[config.mk]
export PLATFORM = sky130hd
export DESIGN_NAME = shift_sequencer
export DESIGN_NICKNAME = d
export VERILOG_FILES = /design/src/rtl/mic1_shift_pkg.sv /design/src/rtl/shift_sequencer_shifter.sv /design/src/rtl/shift_sequencer.sv
export SDC_FILE = /design/constraint.sdc
export NUM_CORES = 1
export LEC_CHECK = 0
export CELL_PAD_IN_SITES_DETAIL_PLACEMENT = 0
export CELL_PAD_IN_SITES_GLOBAL_PLACEMENT = 1
export CORE_MARGIN = 2
export CORE_UTILIZATION = 43
export DETAILED_ROUTE_END_ITERATION = 10
export GPL_ROUTABILITY_DRIVEN = 0
export PLACE_DENSITY_LB_ADDON = 0.1
export SYNTH_ARGS = -nofsm -noshare
export SYNTH_HDL_FRONTEND = slang
export SYNTH_HIERARCHICAL = 1
export SYNTH_SLANG_ARGS = --single-unit
[constraint.sdc]
create_clock -name CLK -period 7.4 [get_ports CLK]
set_clock_uncertainty 0.15 [all_clocks]
set_input_delay 1.48 -clock CLK [delete_from_list [all_inputs] [get_ports CLK]]
set_output_delay 1.48 -clock CLK [all_outputs]
set_load 0.005 [all_outputs]
[src/rtl/mic1_shift_pkg.sv]
// mic1_shift_pkg
//   Shared types for the MIC-1 shift sequencer: shifter SET encoding,
//   sequencer state encoding and the datapath width.
package mic1_shift_pkg;

    localparam int DATA_W = 32;

    // Shifter SET encoding; SH_RSVD is never driven to the shifter.
    typedef enum logic [1:0] {
        SH_PASS = 2'b00,
        SH_SLL8 = 2'b01,
        SH_SRA1 = 2'b10,
        SH_RSVD = 2'b11
    } shift_op_t;

    typedef enum logic [1:0] {
        IDLE = 2'b00,
        RUN  = 2'b01,
        DONE = 2'b10
    } seq_state_t;

endpackage

[src/rtl/shift_sequencer_shifter.sv]
// shift_sequencer_shifter
//   Single-step MIC-1 shifter (purely combinational).
// Ports
//   i_alu_out  in   DATA_W  value to shift
//   i_set      in   2       SET code: pass / SLL8 / SRA1 (reserved passes through)
//   o_shift    out  DATA_W  shifted value
module shift_sequencer_shifter
    import mic1_shift_pkg::*;
(
    input  logic [DATA_W-1:0] i_alu_out,
    input  shift_op_t         i_set,
    output logic [DATA_W-1:0] o_shift
);

    logic signed [DATA_W-1:0] w_in_s;

    assign w_in_s = i_alu_out;

    always_comb begin
        o_shift = i_alu_out;
        case (i_set)
            SH_SLL8: o_shift = {i_alu_out[DATA_W-9:0], 8'h00};
            SH_SRA1: o_shift = w_in_s >>> 1;
            default: o_shift = i_alu_out;
        endcase
    end

endmodule

[src/rtl/shift_sequencer.sv]
// shift_sequencer
//   Multi-cycle controller around the single-step MIC-1 shifter. A request
//   loads an accumulator which is fed back through the shifter once per
//   cycle until the repeat count runs out (or, with EARLY_EXIT, until further
//   passes can no longer change it). The result is returned over a
//   valid/ready response port.
// Parameters
//   CNT_W       width of the repeat count
//   EARLY_EXIT  1: stop as soon as the accumulator reaches a fixed point
// Ports
//   CLK, RST               clock (rising edge), asynchronous active-high reset
//   REQ_VALID/REQ_READY    request handshake; REQ_READY only in IDLE
//   REQ_OP/REQ_DATA/REQ_CNT shift code, operand, number of passes
//   RSP_VALID/RSP_READY    response handshake
//   RSP_DATA/RSP_ERR       result (held while waiting), reserved-op flag
//   BUSY                   high whenever not IDLE
module shift_sequencer
    import mic1_shift_pkg::*;
#(
    parameter int CNT_W      = 5,
    parameter bit EARLY_EXIT = 1'b1
) (
    input  logic              CLK,
    input  logic              RST,
    input  logic              REQ_VALID,
    output logic              REQ_READY,
    input  logic [1:0]        REQ_OP,
    input  logic [DATA_W-1:0] REQ_DATA,
    input  logic [CNT_W-1:0]  REQ_CNT,
    output logic              RSP_VALID,
    input  logic              RSP_READY,
    output logic [DATA_W-1:0] RSP_DATA,
    output logic              RSP_ERR,
    output logic              BUSY
);

    seq_state_t        r_state;
    logic [DATA_W-1:0] r_acc;
    logic [CNT_W-1:0]  r_cnt;
    shift_op_t         r_op;
    logic              r_err;
    logic              r_req_ready;
    logic              r_rsp_valid;
    logic [DATA_W-1:0] r_rsp_data;
    logic              r_rsp_err;
    logic              r_busy;

    shift_op_t         w_set;
    shift_op_t         w_req_op;
    logic [DATA_W-1:0] w_shift;
    logic              w_exit;

    // Shifter sees a real op only while running; RSVD never reaches RUN.
    assign w_set    = (r_state == RUN) ? r_op : SH_PASS;
    assign w_req_op = shift_op_t'(REQ_OP);

    shift_sequencer_shifter u_shifter (
        .i_alu_out (r_acc),
        .i_set     (w_set),
        .o_shift   (w_shift)
    );

    // Fixed points: SLL8 sticks at 0, SRA1 sticks at 0 or all-ones.
    assign w_exit = EARLY_EXIT &&
                    (((r_op == SH_SLL8) && (w_shift == '0)) ||
                     ((r_op == SH_SRA1) && ((w_shift == '0) || (w_shift == '1))));

    always_ff @(posedge CLK or posedge RST) begin
        if (RST) begin
            r_state     <= IDLE;
            r_acc       <= '0;
            r_cnt       <= '0;
            r_op        <= SH_PASS;
            r_err       <= 1'b0;
            r_req_ready <= 1'b1;
            r_rsp_valid <= 1'b0;
            r_rsp_data  <= '0;
            r_rsp_err   <= 1'b0;
            r_busy      <= 1'b0;
        end else begin
            case (r_state)
                IDLE: begin
                    if (REQ_VALID) begin
                        r_acc       <= REQ_DATA;
                        r_op        <= w_req_op;
                        r_cnt       <= REQ_CNT;
                        r_req_ready <= 1'b0;
                        r_busy      <= 1'b1;
                        if (w_req_op == SH_RSVD) begin
                            r_acc       <= '0;
                            r_err       <= 1'b1;
                            r_state     <= DONE;
                            r_rsp_valid <= 1'b1;
                            r_rsp_data  <= '0;
                            r_rsp_err   <= 1'b1;
                        end else if ((w_req_op == SH_PASS) || (REQ_CNT == '0)) begin
                            r_state     <= DONE;
                            r_rsp_valid <= 1'b1;
                            r_rsp_data  <= REQ_DATA;
                            r_rsp_err   <= 1'b0;
                        end else begin
                            r_state <= RUN;
                        end
                    end
                end
                RUN: begin
                    r_acc <= w_shift;
                    r_cnt <= r_cnt - CNT_W'(1);
                    if ((r_cnt == CNT_W'(1)) || w_exit) begin
                        r_state     <= DONE;
                        r_rsp_valid <= 1'b1;
                        r_rsp_data  <= w_shift;
                        r_rsp_err   <= r_err;
                    end
                end
                DONE: begin
                    if (RSP_READY) begin
                        r_state     <= IDLE;
                        r_err       <= 1'b0;
                        r_rsp_valid <= 1'b0;
                        r_req_ready <= 1'b1;
                        r_busy      <= 1'b0;
                    end
                end
                default: begin
                    r_state     <= IDLE;
                    r_req_ready <= 1'b1;
                    r_rsp_valid <= 1'b0;
                    r_busy      <= 1'b0;
                end
            endcase
        end
    end

    assign REQ_READY = r_req_ready;
    assign RSP_VALID = r_rsp_valid;
    assign RSP_DATA  = r_rsp_data;
    assign RSP_ERR   = r_rsp_err;
    assign BUSY      = r_busy;

endmodule

Word-level counts from Yosys, hierarchy flattened
Cells that the tools add are included.
{ "word_totals": {"word_cells": 82, "regBits": 78, "input_bits": 43, "output_inout_bits": 36} }
{ "op_classes": {"bitwise": 1, "n_eq_ne": 14, "add_sub_neg": 1, "muxes": 37, "reduce_logical": 19} }
{ "op_table": {"columns": ["op", "count"], "rows": [
  ["2-to-1 mux 32 bit", 6],
  ["case mux 32 bit (2 select lines)", 3],
  ["== test 32 bit, second input constant", 1],
  ["logical NOT 32 bit", 1],
  ["2-to-1 mux 1 bit", 14],
  ["2-to-1 mux 2 bit", 6],
  ["AND reduction 4 bit", 3],
  ["case mux 5 bit (2 select lines)", 1],
  ["case mux 1 bit (3 select lines)", 3],
  ["== test 2 bit, second input constant", 4],
  ["== test 2 x 1 -> 1 bit, second input constant", 3],
  ["inequality test 2 bit, second input constant", 3],
  ["case mux 2 bit (3 select lines)", 1],
  ["AND reduction 3 bit", 2],
  ["== test 5 x 1 -> 1 bit, second input constant", 1],
  ["logical NOT 5 bit", 1],
  ["2-to-1 mux 5 bit", 1],
  ["subtractor 5 x 1 -> 5 bit, second input constant", 1],
  ["logical NOT 2 bit", 2],
  ["logical OR 1 bit", 4],
  ["case mux 1 bit (2 select lines)", 2],
  ["AND reduction 2 bit", 2],
  ["nonzero test 2 bit", 2],
  ["inequality test 3 bit, second input constant", 1],
  ["other kinds (3)", 4]
]} }

Logic depth before layout (Yosys ltp)
Gate-level depths: netlist of the first run.
{ "logic_depth": {"word_depth": 11, "ltp_mapped": 17, "ltp_nobuf": 12} }

Modules after synthesis
Netlist of the first run, hierarchy kept.
{ "modules_own_cells": {"columns": ["mod", "cells_per_inst", "seq_area_each_um2", "instances", "area_each_um2"], "rows": [
  ["shift_sequencer", 364, 1953.1, 1, 3577.2],
  ["shift_sequencer_shifter", 99, 0.0, 1, 625.6]
]} }

Worst setup path after synthesis of the first run
No wires, ideal clock.
{ "synth_path": {"path_kind": "register -> register", "startpoint": "register r_state[1]", "endpoint": "register r_rsp_data[25] (netlist: RSP_DATA[25])", "synth_period_minus_slack_ps": 3633, "setup_ps": 128, "required_time_ps": 7122, "n_path_buf": 4, "arrival_time_ps": 3355, "stages_incl_launch_ff": 17, "setup_slack_ps": 3767, "cell_sequence": "dfrtp_1 > buf_2 > inv_1 > clkbuf_1 > and3_1 > inv_1 > ha_1 > buf_6 > buf_6 > nand2_1 > o21ai_0 > nor4_1 > nand4_1 > or2_1 > a311oi_4 > nand2_2 > mux2_1"} }
{ "synth_via": {"elab_chain_len": 11, "elab_cells_between_ends": 20, "classes_between": "eq/ne: 7; mux: 4; reduce/logical: 9"} }
{ "synth_lines": {"columns": ["element", "line_no", "source"], "rows": [
  ["start, declared", "shift_sequencer.sv:37", "seq_state_t r_state;"],
  ["start signal, assigned", "shift_sequencer.sv:70", "r_state <= IDLE;"],
  ["start signal, assigned", "shift_sequencer.sv:92", "r_state <= DONE;"],
  ["start signal, assigned", "shift_sequencer.sv:97", "r_state <= DONE;"],
  ["== test 2 x 1 -> 1 bit (*)", "shift_sequencer.sv:54", "assign w_set = (r_state == RUN) ? r_op : SH_PASS;"],
  ["2-to-1 mux 2 bit (*)", "shift_sequencer.sv:54", null],
  ["net w_set[0]", "shift_sequencer.sv:48", "shift_op_t w_set;"],
  ["== test 2 bit / == test 2 x 1 -> 1 bit (equally long branches)", "shift_sequencer_shifter.sv:21", "case (i_set)"],
  ["case mux 32 bit (2 select lines) (*)", "shift_sequencer_shifter.sv:21", null],
  ["net w_shift[13]", "shift_sequencer.sv:50", "logic [DATA_W-1:0] w_shift;"],
  ["== test 32 bit / logical NOT 32 bit (equally long branches)", "shift_sequencer.sv:66, shift_sequencer.sv:65", null],
  ["logical OR 1 bit", "shift_sequencer.sv:66", "((r_op == SH_SRA1) && ((w_shift == '0) || (w_shift == '1))));"],
  ["logical AND 1 bit", "shift_sequencer.sv:66", null],
  ["logical OR 1 bit (*)", "shift_sequencer.sv:65", "(((r_op == SH_SLL8) && (w_shift == '0)) ||"],
  ["logical OR 1 bit (*)", "shift_sequencer.sv:109", "if ((r_cnt == CNT_W'(1)) || w_exit) begin"],
  ["inequality test 2 x 1 -> 1 bit (no line) (*)", null, null],
  ["AND reduction 4 bit (no line) (*)", null, null],
  ["end signal, assigned", "shift_sequencer.sv:112", "r_rsp_data <= w_shift;"],
  ["end, declared", "shift_sequencer.sv:44", "logic [DATA_W-1:0] r_rsp_data;"]
]} }
Mark *: on every way through the listed nets, which the timed path passes. The rest lies on a longest branch. The select of a mux whose other input is x is not followed.
A chain may end at the register's enable or synchronous reset.

Worst setup path after layout of the first run
{ "layout_path": {"startpoint": "register r_state[1]", "endpoint": "register r_rsp_data[18] (netlist: RSP_DATA[18])"} }
Same word-level chain as after synthesis.

==> results.md, run 1 <==
- Initial antenna violation count: 0
- Global Route Usage Sum: 22.0%
- #FFs+latches synth: around 80
- Worst EP required: 7.50 ns
- Worst setup margin: 2.46 ns
- Power Density: 448 nW/um^2
- CTS Sinks: 78
- Post-CTS Hold Buffers: 0
- Chip width: between 100 and 150 um
- Die area: approximately 11,000 sq um
- Simple-gate share of the synthesized area: 11.8%
- Max Fclk: 202 MHz
- Synth Area in XOR/XNOR: 0.208%
- Startpoint Class: register
- Synth top area share: 45.8%
- Fill cell count: 953
- Crit share post-route: 66.8%
- Crit-path max cell delay: 0.85 ns
- Netlist cell types: 43
- Drt via density: 5.81
- TNS Setup: 0 ns
- Largest net degree at the start of global routing: 79
- CTS Root Cell: clkbuf_8
- Vias: 3,803
- Worst path bufs/invs: 4
- # DRC: 0
- Synth Flop Type: dfrtp_1
- DP Worst Slack: 2.50 ns
- Final ANT Viol Nets: 0
- Layout overhead on the synthesized area: 23.3%
- Multiplexer share of the synthesized area: under 10%
- Drt total wl: approximately 11,000 um
- Antenna cells: 0
- Net Count, Synth: 510
- Share of post-route cells with drive strength above 1: 6.70%
- LEAKAGE: 2.02 nW
- Chip Height: 103 um
- FF-to-FF setup slack: 2.46 ns
- Synth area leader: dfrtp_1
- First drt pass iteration count: 6
- Post-synth EDFFs: 0
- Kind of critical path: reg2reg
- Final Hold Fails: 0
- Htree depth: 3
- Design Area, Final: 5180 sq um
- Worst Hold Launch: RSP_ERR
- CP endpoint kind: register
- RR Startpoint: r_state[1]
- RSZ-0062 raised after global routing: false
- Post-synthesis adder-cell area fraction: under 10%
- Post-synth ARST share: 100%
- CTS resizes: 0
- Hold path cells: 1
- Mapped Avg Cell Area: 9.08 sq um
- Synth Area in Compound Gates: 31.8%
- Setup Fix Bufs, Post-CTS: 0
- First-pass GRT wire length: 18,100 um
- Initial Util: a little over two fifths
- Status: completed
- Tmin final: about 5 ns
- Vias in the first global route: 3,506
- Clk slew on worst S/H paths: 0.08 ns
- Final Setup Violations: 0
- VDD IR max: 0.000183 V
- Post-DP Area: 4980 sq um
- Ys Warns: 6
- Top cells by area, synth: dfrtp_1, a22oi_1, o21ai_0
- CP max FO: 58
- Detailed Place HPWL: approximately 7600 um
- Grt ovf: 0
- Slew Limit Fails: 0
- Slew @ Worst Pin: 1.20 ns
- Nets: about 560
- Delay-heaviest family, CP: compound AO/OA/AOI/OAI gates
- Synthesized cell area: ~4200 sq um
- Worst Hold Path EP: RSP_ERR
- Seq/Total Area, Yosys: approximately 46%
- Max cap viols: 0
- Row count: 36
- Final non-filler cell total: 655
- Clock buffer depth: 2
- Slowest CP cell: a311oi_4
- Hold Crit Class: reg2reg
- TritonCTS clock tree: yes
- Largest family of logic cells by synthesized area: compound AO/OA/AOI/OAI gates
- Total CTS buffers: 9
- R2R Path End: RSP_DATA[18]
- Placed cells: ~640
- Worst R2R Path Depth: 14
- Core area: 9640 sq um
- Final core utilization: 53.7%
- Syn Inst Count: 463
- Max_slew headroom: 20.2%
- Cell chain of the critical path: inv_1 -> and3_1 -> inv_1 -> ha_1 -> buf_4 -> nor2b_4 -> a22o_1 -> nor4_1 -> nand4_1 -> or2_1 -> a311oi_4 -> buf_4 -> a21oi_1 -> a31oi_1
- Port Buf Inserts: 78
- Clock Latency Late Sink: 0.35 ns
- Initial DRC Count: ~300
- Arrival time worst endpoint: 5.04 ns
- Post-detailed-route wirelength per cell: 17.1 um
- IO Pins: about 80
-- cells by family after synthesis --
logic type	count (synthesis)
AO/OA/AOI/OAI	214
AND/OR/NAND/NOR	107
multiplexers	7
adder cells (fa/ha/maj)	4
flip-flops	78
XOR/XNOR	1
buffers and inverters	52
-- registers in the layout, summed over array words and instances (netlist names) --
register	cells
r_cnt	5
BUSY	1
r_op	2
r_state	2
r_err	1
REQ_READY	1
RSP_VALID	1
RSP_ERR	1
r_acc	32
RSP_DATA	32
-- stage by stage --
step | hold slack [ns] | total power [mW]
floorplan | 0.322 | 1.60
global placement | 0.330 | 1.98
detailed placement | 0.334 | 2.00
CTS | 0.354 | 2.34
global route | 0.373 | 2.53
finish | 0.346 | 2.32
-- metal layers --
| metal | part of all wire [%] | global-route usage (%) | vias to the layer above |
|---|---|---|---|
| li1 | - | - | 1852 |
| met1 | 49 | 32.8 | 1836 |
| met2 | 45 | 32.1 | 97 |
| met3 | 3.9 | 3.39 | 18 |
| met4 | 1.8 | 9.21 | 0 |
| met5 | 0 | 0 | - |
-- final cells by class --
| cell class | count | area (sq um) | share of cell area (%) |
|---|---|---|---|
| Multi-Input combinational cell | 333 | 1990 | 38.5 |
| Sequential cell | 78 | 1950 | 37.7 |
| Timing Repair Buffer | 84 | 826 | 15.9 |
| Tap cell | 133 | 166 | 3.21 |
| Clock buffer | 12 | 155 | 3.00 |
| Clock inverter | 4 | 45.0 | 0.870 |
| Inverter | 11 | 41.3 | 0.797 |
-- worst max path at each step --
stage | startpoint | end | slack [ns] | cells after the start
after floorplan | r_state[1] | RSP_DATA[25] | 3.77 | 16
after global placement | r_state[1] | RSP_DATA[18] | 2.54 | 14
after detailed placement | r_state[1] | RSP_DATA[12] | 2.50 | 14
after CTS | r_state[1] | RSP_DATA[13] | 2.44 | 14
after global routing | r_state[1] | RSP_DATA[1] | 1.95 | 14
final | r_state[1] | RSP_DATA[18] | 2.46 | 14
-- report_power, final --
part,leakage [nW],internal [mW],switching [mW]
registers,0.935,0.637,0.189
logic,0.977,0.512,0.657
clock network,0.106,0.173,0.155
total,2.02,1.32,1.00
-- cell usage in the layout, fill, tap and decap left out, drive strengths merged, types with 2 or more instances in the layout --
cell           instances
clkinv                 3
buf                    6
o22ai                  4
nand3                  5
clkbuf                12
o22a                   2
mux2                   7
a311oi                 2
nand2                 64
a22o                   9
clkdlybuf4s50         78
or2                    2
a31oi                 31
nor3                   3
nor4                  10
inv                   11
dfrtp                 77
a21oi                 41
ha                     4
nor2                   6
a22oi                 53
nand4                 10
o21ai                 65
and3                   2
-- worst reg2reg max path, cell delays in order (launching register included) --
cell	delay, ns
dfrtp_1	0.48
inv_1	0.36
and3_1	0.24
inv_1	0.05
ha_1	0.27
buf_4	0.41
nor2b_4	0.15
a22o_1	0.24
nor4_1	0.33
nand4_1	0.15
or2_1	0.32
a311oi_4	0.85
buf_4	0.49
a21oi_1	0.15
a31oi_1	0.20
-- cell usage after synthesis, drive strengths merged (2+ instances only) --
cell type / instances
a311oi: 2
nor3: 3
nor2: 6
or2: 2
a21oi: 41
buf: 17
a22o: 9
nor4: 10
a22oi: 53
nand3: 5
dfrtp: 77
o21ai: 65
a31oi: 31
o22a: 2
ha: 4
inv: 11
nand2: 64
clkbuf: 24
and3: 2
mux2: 7
o22ai: 4
nand4: 10
Note: power is estimated with default switching activity, not from simulation.
==> run 2: changes to the inputs <==
--- a/config.mk
+++ b/config.mk
@@ -8,7 +8,7 @@
 export CELL_PAD_IN_SITES_DETAIL_PLACEMENT = 0
 export CELL_PAD_IN_SITES_GLOBAL_PLACEMENT = 1
 export CORE_MARGIN = 2
-export CORE_UTILIZATION = 43
+export CORE_UTILIZATION = 40
 export DETAILED_ROUTE_END_ITERATION = 10
 export GPL_ROUTABILITY_DRIVEN = 0
 export PLACE_DENSITY_LB_ADDON = 0.1
==> constraint.sdc (replaced) <==
create_clock -name CLK -period 4.9 [get_ports CLK]
set_clock_uncertainty 0.15 [all_clocks]
set_input_delay 0.98 -clock CLK [delete_from_list [all_inputs] [get_ports CLK]]
set_output_delay 0.98 -clock CLK [all_outputs]
set_load 0.005 [all_outputs]
==> run 2 against run 1 <==
Register-to-register slack got worse by 1.9 ns. Flip-flop and latch count unchanged. Cell count rose by 1.2%. Critical path type unchanged.
==> results.md, run 2 (synthesis results as in run 1) <==
- Setup Fix Bufs, Post-CTS: 0 (unchanged)
- DP Worst Slack: 0.589 ns (-1.91 ns)
- Nets: 569 (+0.89%)
- Slew @ Worst Pin: 0.946 ns (-0.251 ns)
- Initial antenna violation count: 0 (unchanged)
- CP endpoint kind: register
- RSZ-0062 raised after global routing: false
- Max Fclk: 229 MHz (+13%)
- Clk slew on worst S/H paths: 0.08 ns (about the same)
- Startpoint Class: register
- Final Hold Fails: 0 (unchanged)
- Post-detailed-route wirelength per cell: 17.5 um (+2.6%)
- Kind of critical path: reg2reg
- First drt pass iteration count: 5 (-1)
- TNS Setup: 0 ns (unchanged)
- LEAKAGE: 2.06 nW (+2.3%)
- Initial DRC Count: 297 (-2.0%)
- IO Pins: 79 (unchanged)
- Antenna cells: 0 (unchanged)
- Slowest CP cell: ha_1
- First-pass GRT wire length: 19,000 um (+4.9%)
- Clock buffer depth: 2 (unchanged)
- Total CTS buffers: 9 (unchanged)
- Fill cell count: 1,016 (+6.6%)
- Max_slew headroom: 36.9% (+17 points)
- Crit-path max cell delay: 0.51 ns (-0.34 ns)
- Max cap viols: 0 (unchanged)
- Status: completed
- CTS Root Cell: clkbuf_8
- Chip Height: 107 um (+3.5%)
- Metal-1 WL: 5620 um (+2.0%)
- Drt via density: 5.80 (about the same)
- Share of post-route cells with drive strength above 1: 7.59% (+0.89 points)
- Port Buf Inserts: 78 (unchanged)
- WL met3: 470 um (+6.3%)
- DR top layer: met4
- CTS Sinks: 78 (unchanged)
- Cell chain of the critical path: inv_1 -> and3_1 -> inv_1 -> ha_1 -> a22oi_1 -> o21ai_0 -> nor4_1 -> nand4_1 -> or2_1 -> a311oi_4 -> buf_4 -> a21oi_1 -> a31oi_1
- Most common cell after layout, fill and taps aside: clkdlybuf4s50_1
- WL met2: 5410 um (+7.2%)
- # DRC: 0 (unchanged)
- Initial Util: 40.9% (-2.7 points)
- Row count: 37 (+2.8%)
- CP dominant cell by count: inv_1
- Htree depth: 3 (unchanged)
- Vias in the first global route: 3,629 (+3.5%)
- Global Route Usage Sum: 21.5% (-0.58 points)
- Most frequent cells in the layout: clkdlybuf4s50_1, dfrtp_1, nand2_1, a22oi_1, o21ai_0
- Final ANT Viol Nets: 0 (unchanged)
- Chip width: 107 um (+3.5%)
- Vias: 3,846 (+1.1%)
- Worst EP required: 5.03 ns (-2.47 ns)
- Post-CTS Hold Buffers: 0 (unchanged)
- TritonCTS clock tree: yes
- Worst setup margin: 0.527 ns (-1.93 ns)
- Die area: 11,300 sq um (+7.2%)
- CTS resizes: 0 (unchanged)
- Arrival time worst endpoint: 4.50 ns (-0.54 ns)
- Core area: 10,300 sq um (+6.6%)
- Drt total wl: 11,600 um (+3.9%)
- Grt ovf: 0 (unchanged)
- VDD IR max: 0.000369 V (+100%)
- Final Setup Violations: 0 (unchanged)
- Tmin final: 4.37 ns (-0.567 ns)
- Largest net degree at the start of global routing: 41 (-48%)
- Crit share post-route: 89.3% (+22 points)
- Clock Latency Late Sink: 0.36 ns (about the same)
- Detailed Place HPWL: 8310 um (+8.8%)
- Slew Limit Fails: 0 (unchanged)
- Hold Crit Class: reg2reg
- Layout overhead on the synthesized area: 25.6%
- CP max FO: 40 (-31%)
- Power Density: 689 nW/um^2 (+54%)
-- run 2: worst max-delay path, delay by kind of cell (launching register included) --
family / cells / cell delay, ns
AOI/OAI and AO/OA: 5 / 1.17
adders and majority gates: 1 / 0.51
and+or+nand+nor: 4 / 1.07
buffers and inverters: 3 / 0.84
DFF: 1 / 0.50
-- run 2: path summary, 6_finish.rpt --
kind | start | endpoint | slack (ns) | cells after the start
min reg2reg | RSP_DATA[25] | RSP_DATA[25] | 0.34 | 1
min | RSP_DATA[25] | RSP_DATA[25] | 0.34 | 1
min in group asynchronous | RST | RSP_DATA[24] | 0.80 | 2
max | r_state[1] | RSP_DATA[11] | 0.53 | 13
max reg2reg | r_state[1] | RSP_DATA[11] | 0.53 | 13
max in group asynchronous | RST | r_acc[16] | 2.95 | 3
-- run 2: layout make-up --
cell class | instances | area (sq um) | share of cell area (%)
multi-input cells | 333 | 2010 | 38.0
flip-flops and latches | 78 | 1950 | 37.0
repair buffers | 89 | 876 | 16.6
well taps | 136 | 170 | 3.22
clock buffers | 13 | 169 | 3.20
clock inverters | 3 | 65.1 | 1.23
inverters | 11 | 41.3 | 0.782
-- run 2: metrics by stage --
step,utilization (%),area [sq um],cells,hold slack [ns],total power [mW]
3_5_place_dp,49.1,5050,647,0.334,3.08
3_3_place_gp,49.1,5050,647,0.331,3.05
4_1_cts,51.4,5280,663,0.352,3.66
2_1_floorplan,-,4200,463,0.322,2.42
5_1_grt,51.4,5280,663,0.368,3.96
6_report,51.4,5280,663,0.344,3.64
-- run 2: power by group --
| part | switching [mW] | leakage, nW | internal [mW] |
|---|---|---|---|
| sequential | 0.293 | 0.935 | 0.961 |
| clock | 0.240 | 0.120 | 0.328 |
| combinational | 1.00 | 1.01 | 0.811 |
-- run 2: layer usage --
metal / global-route usage [%] / vias to the layer above
li1: - / 1865
met1: 30.9 / 1871
met2: 32.5 / 100
met3: 3.25 / 10
met4: 8.44 / 0
met5: 0 / -
